**src/rtl/four_input_and_reg.sv**
```systemverilog
// four_input_and_reg: registered 2x2-input AND pairs plus the 4-way AND.
// One-cycle latency, sample enable, valid flag, async active-low reset.
module four_input_and_reg #(
    parameter int WIDTH = 1
) (
    input  logic             clk,
    input  logic             rst_n,
    input  logic             en,
    input  logic [WIDTH-1:0] a,
    input  logic [WIDTH-1:0] b,
    input  logic [WIDTH-1:0] c,
    input  logic [WIDTH-1:0] d,
    output logic [WIDTH-1:0] e,
    output logic [WIDTH-1:0] f,
    output logic [WIDTH-1:0] g,
    output logic             valid_out
);

    logic [WIDTH-1:0] ab;
    logic [WIDTH-1:0] cd;
    logic [WIDTH-1:0] abcd;

    // Partial products; g comes from the same sample, not the stale e/f.
    always_comb begin
        ab   = a & b;
        cd   = c & d;
        abcd = ab & cd;
    end

    // Capture on en, hold otherwise; valid marks a fresh capture.
    always_ff @(posedge clk or negedge rst_n) begin
        if (!rst_n) begin
            e         <= '0;
            f         <= '0;
            g         <= '0;
            valid_out <= 1'b0;
        end else begin
            valid_out <= en;
            if (en) begin
                e <= ab;
                f <= cd;
                g <= abcd;
            end
        end
    end

endmodule

```
**config.mk**
```make
export PLATFORM = sky130hd
export DESIGN_NAME = four_input_and_reg
export DESIGN_NICKNAME = d
export VERILOG_FILES = /design/src/rtl/four_input_and_reg.sv
export SDC_FILE = /design/constraint.sdc
export NUM_CORES = 1
export LEC_CHECK = 0
export BUFFER_PORTS_ARGS = -buffer_cell sky130_fd_sc_hd__buf_2
export CORE_AREA = 4 4 41 43
export CTS_BUF_LIST = sky130_fd_sc_hd__clkbuf_4 sky130_fd_sc_hd__clkbuf_8
export DETAILED_ROUTE_END_ITERATION = 8
export DIE_AREA = 0 0 45 47
export PLACE_DENSITY = 0.31
export SYNTH_ARGS = -nofsm -noshare
export SYNTH_HDL_FRONTEND = slang
export SYNTH_SLANG_ARGS = --single-unit
```
**constraint.sdc**
```tcl
create_clock -name clk -period 0.8 [get_ports clk]
set_input_delay 0.16 -clock clk [delete_from_list [all_inputs] [get_ports clk]]
set_output_delay 0.16 -clock clk [all_outputs]
set_load 0.02 [all_outputs]
```
# [Word-level counts from Yosys, hierarchy flattened]
# Cells that the tools add are included.
[op_classes] n_bitwise=3
[ops] cell="$and A1 B1 Y1" n=3
[word_totals] register_bits=4 inputBits=7 wordCells=7 out_inout_bits=4

# [Logic depth before layout (Yosys ltp)]
# Gate-level depths: netlist (run 1).
[depth] depth_word=2 depth_mapped=2 ltp_nobuf=2

# [Worst setup path after synthesis (run 1)]
# OpenSTA, ideal clock, no wires.
[synth_timing] path_type="register to register" from="register e (netlist name)" to="register e" required_time_ns=0.717 setup_slack_ns=0.108 arrival_ns=0.609 setup_time_ns=0.083 path_stages_with_launch=3 synth_period_minus_slack_ns=0.692 path_buffers=0 path_cell_list="dfrtp_1 > inv_1 > o21ai_0"
[synth_rtl] item="to (signal assigned)" line="33" text="e <= '0;"
[synth_rtl] item="to (signal assigned)" line="40" text="e <= ab;"
[synth_rtl] item="to (decl)" line="13" text="output logic [WIDTH-1:0] e,"

# [Worst setup path after layout (run 1)]
[layout_timing] from="register g" to="output g"
[layout_rtl] item="from (decl)" line="15" text="output logic [WIDTH-1:0] g,"
[layout_rtl] item="from (signal assigned)" line="35" text="g <= '0;"
[layout_rtl] item="from (signal assigned)" line="42" text="g <= abcd;"
# No word-level cell between the ends.

==> results of run 1 <==
-- registers in the layout, indices dropped and copies added (netlist names) --
signal     flops
valid_out      1
f              1
g              1
e              1
-- logic make-up (layout without fill, tap and decap cells) --
| logic type | count (synthesis) | in the layout |
|---|---|---|
| DFF | 4 | 4 |
| and+or+nand+nor | 3 | 3 |
| muxes | 1 | 1 |
| AOI/OAI and AO/OA | 2 | 2 |
| buffers and inverters | 3 | 20 |
-- per-stage QoR --
stage          utilization [%]  setup slack [ns]  TNS, ns  cell area [um^2]
6_report                 23.08           -0.1053  -0.4000             300.3
5_1_grt                  23.08           -0.1619  -0.5824             300.3
4_1_cts                  22.21           -0.1205  -0.4372             289.0
3_5_place_dp             16.63            0.1232        0             216.5
3_3_place_gp             16.63            0.1317        0             216.5
2_1_floorplan                -            0.1082        0             147.6
-- cells in the mapped netlist --
| library cell | number |
|---|---|
| sky130_fd_sc_hd__mux2i_1 | 1 |
| sky130_fd_sc_hd__dfrtp_1 | 4 |
| sky130_fd_sc_hd__nand3_1 | 2 |
| sky130_fd_sc_hd__inv_1 | 3 |
| sky130_fd_sc_hd__o21ai_0 | 2 |
| sky130_fd_sc_hd__nand4_1 | 1 |
-- placed cells by master, fill, tap and decap left out --
cell and n:
sky130_fd_sc_hd__buf_2 6, sky130_fd_sc_hd__buf_4 2, sky130_fd_sc_hd__buf_6 5, sky130_fd_sc_hd__clkbuf_4 3
sky130_fd_sc_hd__dfrtp_1 4, sky130_fd_sc_hd__dlygate4sd3_1 1, sky130_fd_sc_hd__inv_1 2, sky130_fd_sc_hd__inv_2 1
sky130_fd_sc_hd__mux2i_1 1, sky130_fd_sc_hd__nand3_1 2, sky130_fd_sc_hd__nand4_1 1, sky130_fd_sc_hd__o21ai_0 1
sky130_fd_sc_hd__o21ai_1 1
-- per-layer routing --
layer  global-route usage [%]  vias up  wire (um)
met5                        0        -          0
met3                    5.747        0         64
met1                    5.275       66        173
met2                    7.062       12        154
met4                    1.754        0          0
li1                         -       80          -
-- layout make-up --
type | instances | area, um^2 | share of cell area (%)
tap | 15 | 18.77 | 6.250
sequential | 4 | 100.1 | 33.33
multi-input combinational | 6 | 36.28 | 12.08
timing repair buffer | 14 | 111.4 | 37.08
inverter | 3 | 11.26 | 3.750
clock buffer | 3 | 22.52 | 7.500
-- worst paths after layout --
kind / startpoint / endpoint / depth (start not counted)
setup / recovery: g / g / 1
min in group asynchronous: rst_n / e / 2
setup reg to reg: e / e / 4
hold reg to reg: g / g / 2
hold / removal: en / valid_out / 1
max in group asynchronous: rst_n / f / 2
-- power by group --
part / total [mW] / switching, mW / internal, mW / leakage [nW]
clock: 0.249 / 0.0810 / 0.168 / 0.0138
sequential: 0.224 / 0.00776 / 0.216 / 0.0514
combinational: 0.104 / 0.0442 / 0.0596 / 0.0864
-- timing repair --
item	CTS	global route
endpoints found under the setup margin	4	4
gates cloned	0	0
setup buffers	2	1
hold endpoints to repair	4	0
hold buffers	1	0
gates resized for setup	8	3
pin swaps	0	1
==> impl_metrics.prom, run 1 <==
# TYPE chip_impl_metric gauge
chip_impl_metric{name="detail_route.vias_per_cell",unit=""} 3.511
chip_impl_metric{name="fp.dieArea",unit="mm^2"} 0.002115
chip_impl_metric{name="std_cell_rows",unit=""} 13
chip_impl_metric{name="cts_max_level",unit=""} 1
chip_impl_metric{name="average_wire_per_cell_in_the_routed_design",unit="um"} 8.711
chip_impl_info{name="critical_path.top_delay_family",value="flip-flops"} 1
chip_impl_metric{name="post_synthesis_simple_gate_area_fraction",unit="%"} 11.02
chip_impl_metric{name="worst_path_largest_cell_delay",unit="ns"} 0.38
chip_impl_metric{name="postSynthCellCount",unit=""} 13
chip_impl_metric{name="ys_seq_elements",unit=""} 4
chip_impl_metric{name="dieWidth",unit="um"} 45
chip_impl_metric{name="detail_route.iter0.violations",unit=""} 0
chip_impl_info{name="ys_top_cells_by_area",value="sky130_fd_sc_hd__dfrtp_1 (68%), sky130_fd_sc_hd__inv_1 (7.6%), sky130_fd_sc_hd__mux2i_1 (6.8%)"} 1
chip_impl_metric{name="antenna_cells",unit=""} 0
chip_impl_metric{name="grt_usage",unit="%"} 5.230
chip_impl_metric{name="grt_first_pass_wirelength",unit="um"} 696
chip_impl_metric{name="via_count",unit=""} 158
chip_impl_metric{name="setup_ws",unit="ns"} -0.1053
chip_impl_metric{name="final_layout_size_suffix_gt1_share",unit="%"} 56.67
chip_impl_metric{name="dr.pass1.iters",unit=""} 1
chip_impl_metric{name="synthAdderAreaFrac",unit="%"} 0
chip_impl_info{name="worst-setup-path-type",value="register to primary output"} 1
chip_impl_metric{name="grt_antenna_before_repair",unit=""} 0
chip_impl_metric{name="grt_overflow",unit=""} 0
chip_impl_metric{name="routabilityCongestion",unit=""} 0.5909
chip_impl_metric{name="portBuffers",unit=""} 10
chip_impl_metric{name="worst_skew_pair.late_latency",unit="ns"} 0.23
chip_impl_metric{name="totalPowerFinal",unit="mW"} 0.5764
chip_impl_metric{name="post_layout_nets",unit=""} 39
chip_impl_metric{name="slew_headroom",unit="%"} 92.85
chip_impl_metric{name="synth.top_cell.area_share",unit="%"} 67.80
chip_impl_metric{name="initial_utilization",unit="%"} 11.35
chip_impl_metric{name="timing_max_transition_violations_final",unit=""} 0
chip_impl_info{name="synth_top_family_by_area",value="simple AND/OR/NAND/NOR gates"} 1
chip_impl_metric{name="crit_buf_inv",unit=""} 1
chip_impl_metric{name="cap_violations",unit=""} 0
chip_impl_metric{name="wp_data_required",unit="ns"} 0.64
chip_impl_info{name="critical_path.slowest_cell",value="sky130_fd_sc_hd__dfrtp_1"} 1
chip_impl_metric{name="fin_crit_sh",unit="%"} 113.2
chip_impl_metric{name="cts_inserted_buffers",unit=""} 3
chip_impl_metric{name="timing.fmax",unit="MHz"} 1105
chip_impl_metric{name="cellPowerDensity",unit="mW/mm^2"} 1919
chip_impl_metric{name="floorplan.io_pins",unit=""} 11
chip_impl_info{name="outcome",value="complete, but fails checks"} 1
chip_impl_metric{name="regToRegSetupSlack",unit="ns"} 0
chip_impl_metric{name="syn-mean-instance-area",unit="um^2"} 11.36
chip_impl_metric{name="die_y",unit="um"} 47
chip_impl_metric{name="synth_sequential_area_ratio",unit="%"} 67.80
chip_impl_metric{name="syn_nets",unit=""} 20
chip_impl_metric{name="static-leakage-power",unit="nW"} 0.1516
chip_impl_metric{name="setup_violations",unit=""} 5
chip_impl_metric{name="totalWireLength",unit="um"} 392
chip_impl_info{name="hold_path_class",value="input pin to register"} 1
chip_impl_info{name="root_buffer_selected_by_cts",value="sky130_fd_sc_hd__clkbuf_4"} 1
chip_impl_metric{name="fillers",unit=""} 159
chip_impl_metric{name="syn-cell-area",unit="um^2"} 147.6
chip_impl_metric{name="synth_compound_gate_area_share",unit="%"} 6.780
chip_impl_metric{name="ys_warn_count",unit=""} 0
chip_impl_metric{name="clock_sinks",unit=""} 4
chip_impl_metric{name="synthXorXnorAreaFrac",unit="%"} 0
chip_impl_metric{name="area.growth.synth_to_final",unit="%"} 103.4
chip_impl_metric{name="detailed_place_hpwl",unit="um"} 296
chip_impl_metric{name="clk_transition_reported_paths",unit="ns"} 0.04
chip_impl_info{name="critical_path_start_type",value="register"} 1
chip_impl_info{name="cp_cell_sequence",value="buf_6"} 1
chip_impl_info{name="tritoncts",value="yes"} 1
chip_impl_metric{name="final_non_filler_cells",unit=""} 45
chip_impl_metric{name="synth_mux_area_share",unit="%"} 6.780
chip_impl_metric{name="maximum_number_of_pins_on_one_net_before_global_route_repair",unit=""} 7
chip_impl_metric{name="worst_max_slew_pin_slew",unit="ns"} 0.1043
chip_impl_metric{name="netlist-cell-type-count",unit=""} 6
chip_impl_metric{name="crit_path_max_fanout",unit=""} 2
chip_impl_metric{name="numPlacedInstances",unit=""} 38
chip_impl_metric{name="remaining_drc_errors",unit=""} 0
chip_impl_metric{name="post-route-min-period",unit="ns"} 0.9053
chip_impl_metric{name="worst_clock_skew",unit="ns"} 0
chip_impl_metric{name="vdd_drop_max",unit="uV"} 858.4
chip_impl_info{name="violations",value="setup timing"} 1
chip_impl_info{name="grt_setup_unrepaired",value="yes"} 1
chip_impl_info{name="yosysTopAreaCell",value="sky130_fd_sc_hd__dfrtp_1"} 1
chip_impl_metric{name="remaining_number_of_nets_flagged_by_the_antenna_check_after_routing",unit=""} 0
chip_impl_metric{name="first_global_vias",unit=""} 173
chip_impl_metric{name="critPathArrivalTime",unit="ns"} 0.75
chip_impl_metric{name="clk_path_buf_depth",unit=""} 2
chip_impl_metric{name="design.core.area",unit="mm^2"} 0.001301
chip_impl_info{name="timing.critical_path.to_type",value="primary output"} 1
chip_impl_metric{name="hold_ws",unit="ns"} 0.1181
chip_impl_metric{name="hold_viol",unit=""} 0
Note: power is estimated with default switching activity, not from simulation.
==> run 2: changes to the inputs <==
HOLD_SLACK_MARGIN = 0.15   (was not set)
==> impl_metrics.prom, run 2 (same netlist as run 1, synthesis figures left out) <==
# TYPE chip_impl_metric gauge
chip_impl_metric{name="crit_path_max_fanout",unit=""} 2
chip_impl_metric{name="worst-path-stages",unit=""} 1
chip_impl_metric{name="regToRegSetupSlack",unit="ns"} 0
chip_impl_info{name="tritoncts",value="yes"} 1
chip_impl_metric{name="grt_overflow",unit=""} 0
chip_impl_info{name="final_common_cell",value="sky130_fd_sc_hd__buf_2"} 1
chip_impl_metric{name="cap_violations",unit=""} 0
chip_impl_metric{name="post_layout_nets",unit=""} 40
chip_impl_metric{name="vdd_drop_max",unit="uV"} 620.0
chip_impl_metric{name="std_cell_rows",unit=""} 13
chip_impl_info{name="crit_start",value="g"} 1
chip_impl_metric{name="final_non_filler_cells",unit=""} 46
chip_impl_metric{name="grt_antenna_before_repair",unit=""} 0
chip_impl_metric{name="wp_data_required",unit="ns"} 0.64
chip_impl_metric{name="detail_route.vias_per_cell",unit=""} 3.457
chip_impl_info{name="cp_cell_sequence",value="buf_6"} 1
chip_impl_metric{name="timing_max_transition_violations_final",unit=""} 0
chip_impl_metric{name="cts_max_level",unit=""} 1
chip_impl_metric{name="hold_ws",unit="ns"} 0.1746
chip_impl_metric{name="static-leakage-power",unit="nW"} 0.1558
chip_impl_metric{name="cellPowerDensity",unit="mW/mm^2"} 1882
chip_impl_metric{name="antenna_cells",unit=""} 0
chip_impl_metric{name="design.core.area",unit="mm^2"} 0.001301
chip_impl_metric{name="first_global_vias",unit=""} 179
chip_impl_info{name="critical_path_start_type",value="register"} 1
chip_impl_info{name="critical_path.slowest_cell",value="sky130_fd_sc_hd__dfrtp_1"} 1
chip_impl_metric{name="post-route-min-period",unit="ns"} 0.9096
chip_impl_metric{name="area.growth.synth_to_final",unit="%"} 110.2
chip_impl_metric{name="fin_crit_sh",unit="%"} 113.7
chip_impl_metric{name="hold_viol",unit=""} 0
chip_impl_metric{name="via_count",unit=""} 159
chip_impl_metric{name="grt_first_pass_wirelength",unit="um"} 731
chip_impl_metric{name="setup_ws",unit="ns"} -0.1096
chip_impl_metric{name="crit_buf_inv",unit=""} 1
chip_impl_info{name="outcome",value="complete, but fails checks"} 1
chip_impl_metric{name="routabilityCongestion",unit=""} 0.5909
chip_impl_info{name="hold_path_class",value="input pin to register"} 1
chip_impl_metric{name="setup_violations",unit=""} 5
chip_impl_metric{name="dieWidth",unit="um"} 45
chip_impl_metric{name="floorplan.io_pins",unit=""} 11
chip_impl_metric{name="finalCoreUtilization",unit="%"} 23.85
chip_impl_metric{name="worst_hold_path.num_cells",unit=""} 3
chip_impl_info{name="mostFrequentLayoutCells",value="sky130_fd_sc_hd__buf_2 (6), sky130_fd_sc_hd__buf_6 (5), sky130_fd_sc_hd__dfrtp_1 (4), sky130_fd_sc_hd__clkbuf_4 (3)"} 1
chip_impl_metric{name="totalPowerFinal",unit="mW"} 0.5841
chip_impl_info{name="r2r-end",value="e"} 1
chip_impl_metric{name="worst_clock_skew",unit="ns"} 0
chip_impl_metric{name="worst_skew_pair.late_latency",unit="ns"} 0.24
chip_impl_metric{name="average_wire_per_cell_in_the_routed_design",unit="um"} 8.804
chip_impl_metric{name="worst_max_slew_pin_slew",unit="ns"} 0.1043
chip_impl_metric{name="initial_utilization",unit="%"} 11.35
chip_impl_metric{name="remaining_number_of_nets_flagged_by_the_antenna_check_after_routing",unit=""} 0
chip_impl_metric{name="r2r.worst_path.cells",unit=""} 4
chip_impl_metric{name="grt_usage",unit="%"} 5.547
chip_impl_metric{name="critPathArrivalTime",unit="ns"} 0.75
chip_impl_metric{name="placement.setup.worst_slack",unit="ns"} 0.1232
chip_impl_metric{name="remaining_drc_errors",unit=""} 0
chip_impl_metric{name="clk_path_buf_depth",unit=""} 2
chip_impl_info{name="violations",value="setup timing"} 1
chip_impl_info{name="critical_path.top_delay_family",value="flip-flops"} 1
chip_impl_metric{name="clk_transition_reported_paths",unit="ns"} 0.04
chip_impl_info{name="worst-setup-path-type",value="register to primary output"} 1
chip_impl_metric{name="dr.pass1.iters",unit=""} 2
chip_impl_info{name="grt_setup_unrepaired",value="yes"} 1
chip_impl_metric{name="fillers",unit=""} 159
chip_impl_info{name="timing.critical_path.to_type",value="primary output"} 1
chip_impl_info{name="root_buffer_selected_by_cts",value="sky130_fd_sc_hd__clkbuf_4"} 1
chip_impl_metric{name="numPlacedInstances",unit=""} 38
chip_impl_metric{name="maximum_number_of_pins_on_one_net_before_global_route_repair",unit=""} 7
chip_impl_metric{name="slew_headroom",unit="%"} 92.85
chip_impl_info{name="reg2reg_from",value="e"} 1
chip_impl_metric{name="die_y",unit="um"} 47
chip_impl_info{name="worst_setup_endpoint",value="g"} 1
chip_impl_metric{name="portBuffers",unit=""} 10
chip_impl_metric{name="timing.fmax",unit="MHz"} 1099
chip_impl_metric{name="fp.dieArea",unit="mm^2"} 0.002115
chip_impl_metric{name="final_layout_size_suffix_gt1_share",unit="%"} 54.84
chip_impl_metric{name="detail_route.iter0.violations",unit=""} 3
chip_impl_metric{name="clock_sinks",unit=""} 4
chip_impl_metric{name="detailed_place_hpwl",unit="um"} 296
chip_impl_metric{name="totalWireLength",unit="um"} 405
chip_impl_metric{name="cts_inserted_buffers",unit=""} 3
chip_impl_metric{name="worst_path_largest_cell_delay",unit="ns"} 0.38
## run 2: cell count changes in the layout (fill, tap and decap cells not counted)
cell                            previous run  this run
sky130_fd_sc_hd__dlygate4sd3_1             1         2
## run 2: how the worst min path moves through the flow
stage	endpoint	from	slack [ns]
finish	e	b	0.17
detailed placement	valid_out	rst_n	-0.02
CTS	e	b	0.17
floorplan	e	rst_n	-0.14
global placement	valid_out	rst_n	-0.03
global route	e	b	0.18
## run 2: stage by stage
stage	TNS [ns]	instance area [um^2]
after global placement	0	216.5
after detailed placement	0	216.5
after global routing	-0.5786	310.3
after CTS	-0.4372	299.0
after floorplan	0	147.6
final	-0.4144	310.3
## run 2: report_power, final
part	switching [mW]	leakage [nW]	internal [mW]	total, mW
Sequential	0.00777	0.0514	0.216	0.224
Combinational	0.0448	0.0906	0.0628	0.108
Clock	0.0848	0.0138	0.168	0.253
Total	0.137	0.156	0.447	0.584
## run 2: cell type report
class                   count  area [um^2]  share of cell area [%]
well taps                  15        18.77                   6.048
flip-flops and latches      4        100.1                   32.26
repair buffers             15        121.4                   39.11
clock buffers               3        22.52                   7.258
inverters                   3        11.26                   3.629
multi-input cells           6        36.28                   11.69
## run 2: routing by layer
metal,up-vias,GRT usage (%),share of wire (%)
met5,-,0,0
met4,0,3.509,0
met3,0,5.747,19
met2,13,6.780,38
met1,65,5.734,43
li1,81,-,-
## run 2: what timing repair did
action,in CTS,in global routing
setup buffers,2,1
hold buffers,2,0
gates cloned,0,0
endpoints found under the setup margin,4,4
gates resized for setup,8,3
pin swaps,0,1
endpoints found under the hold margin,5,0
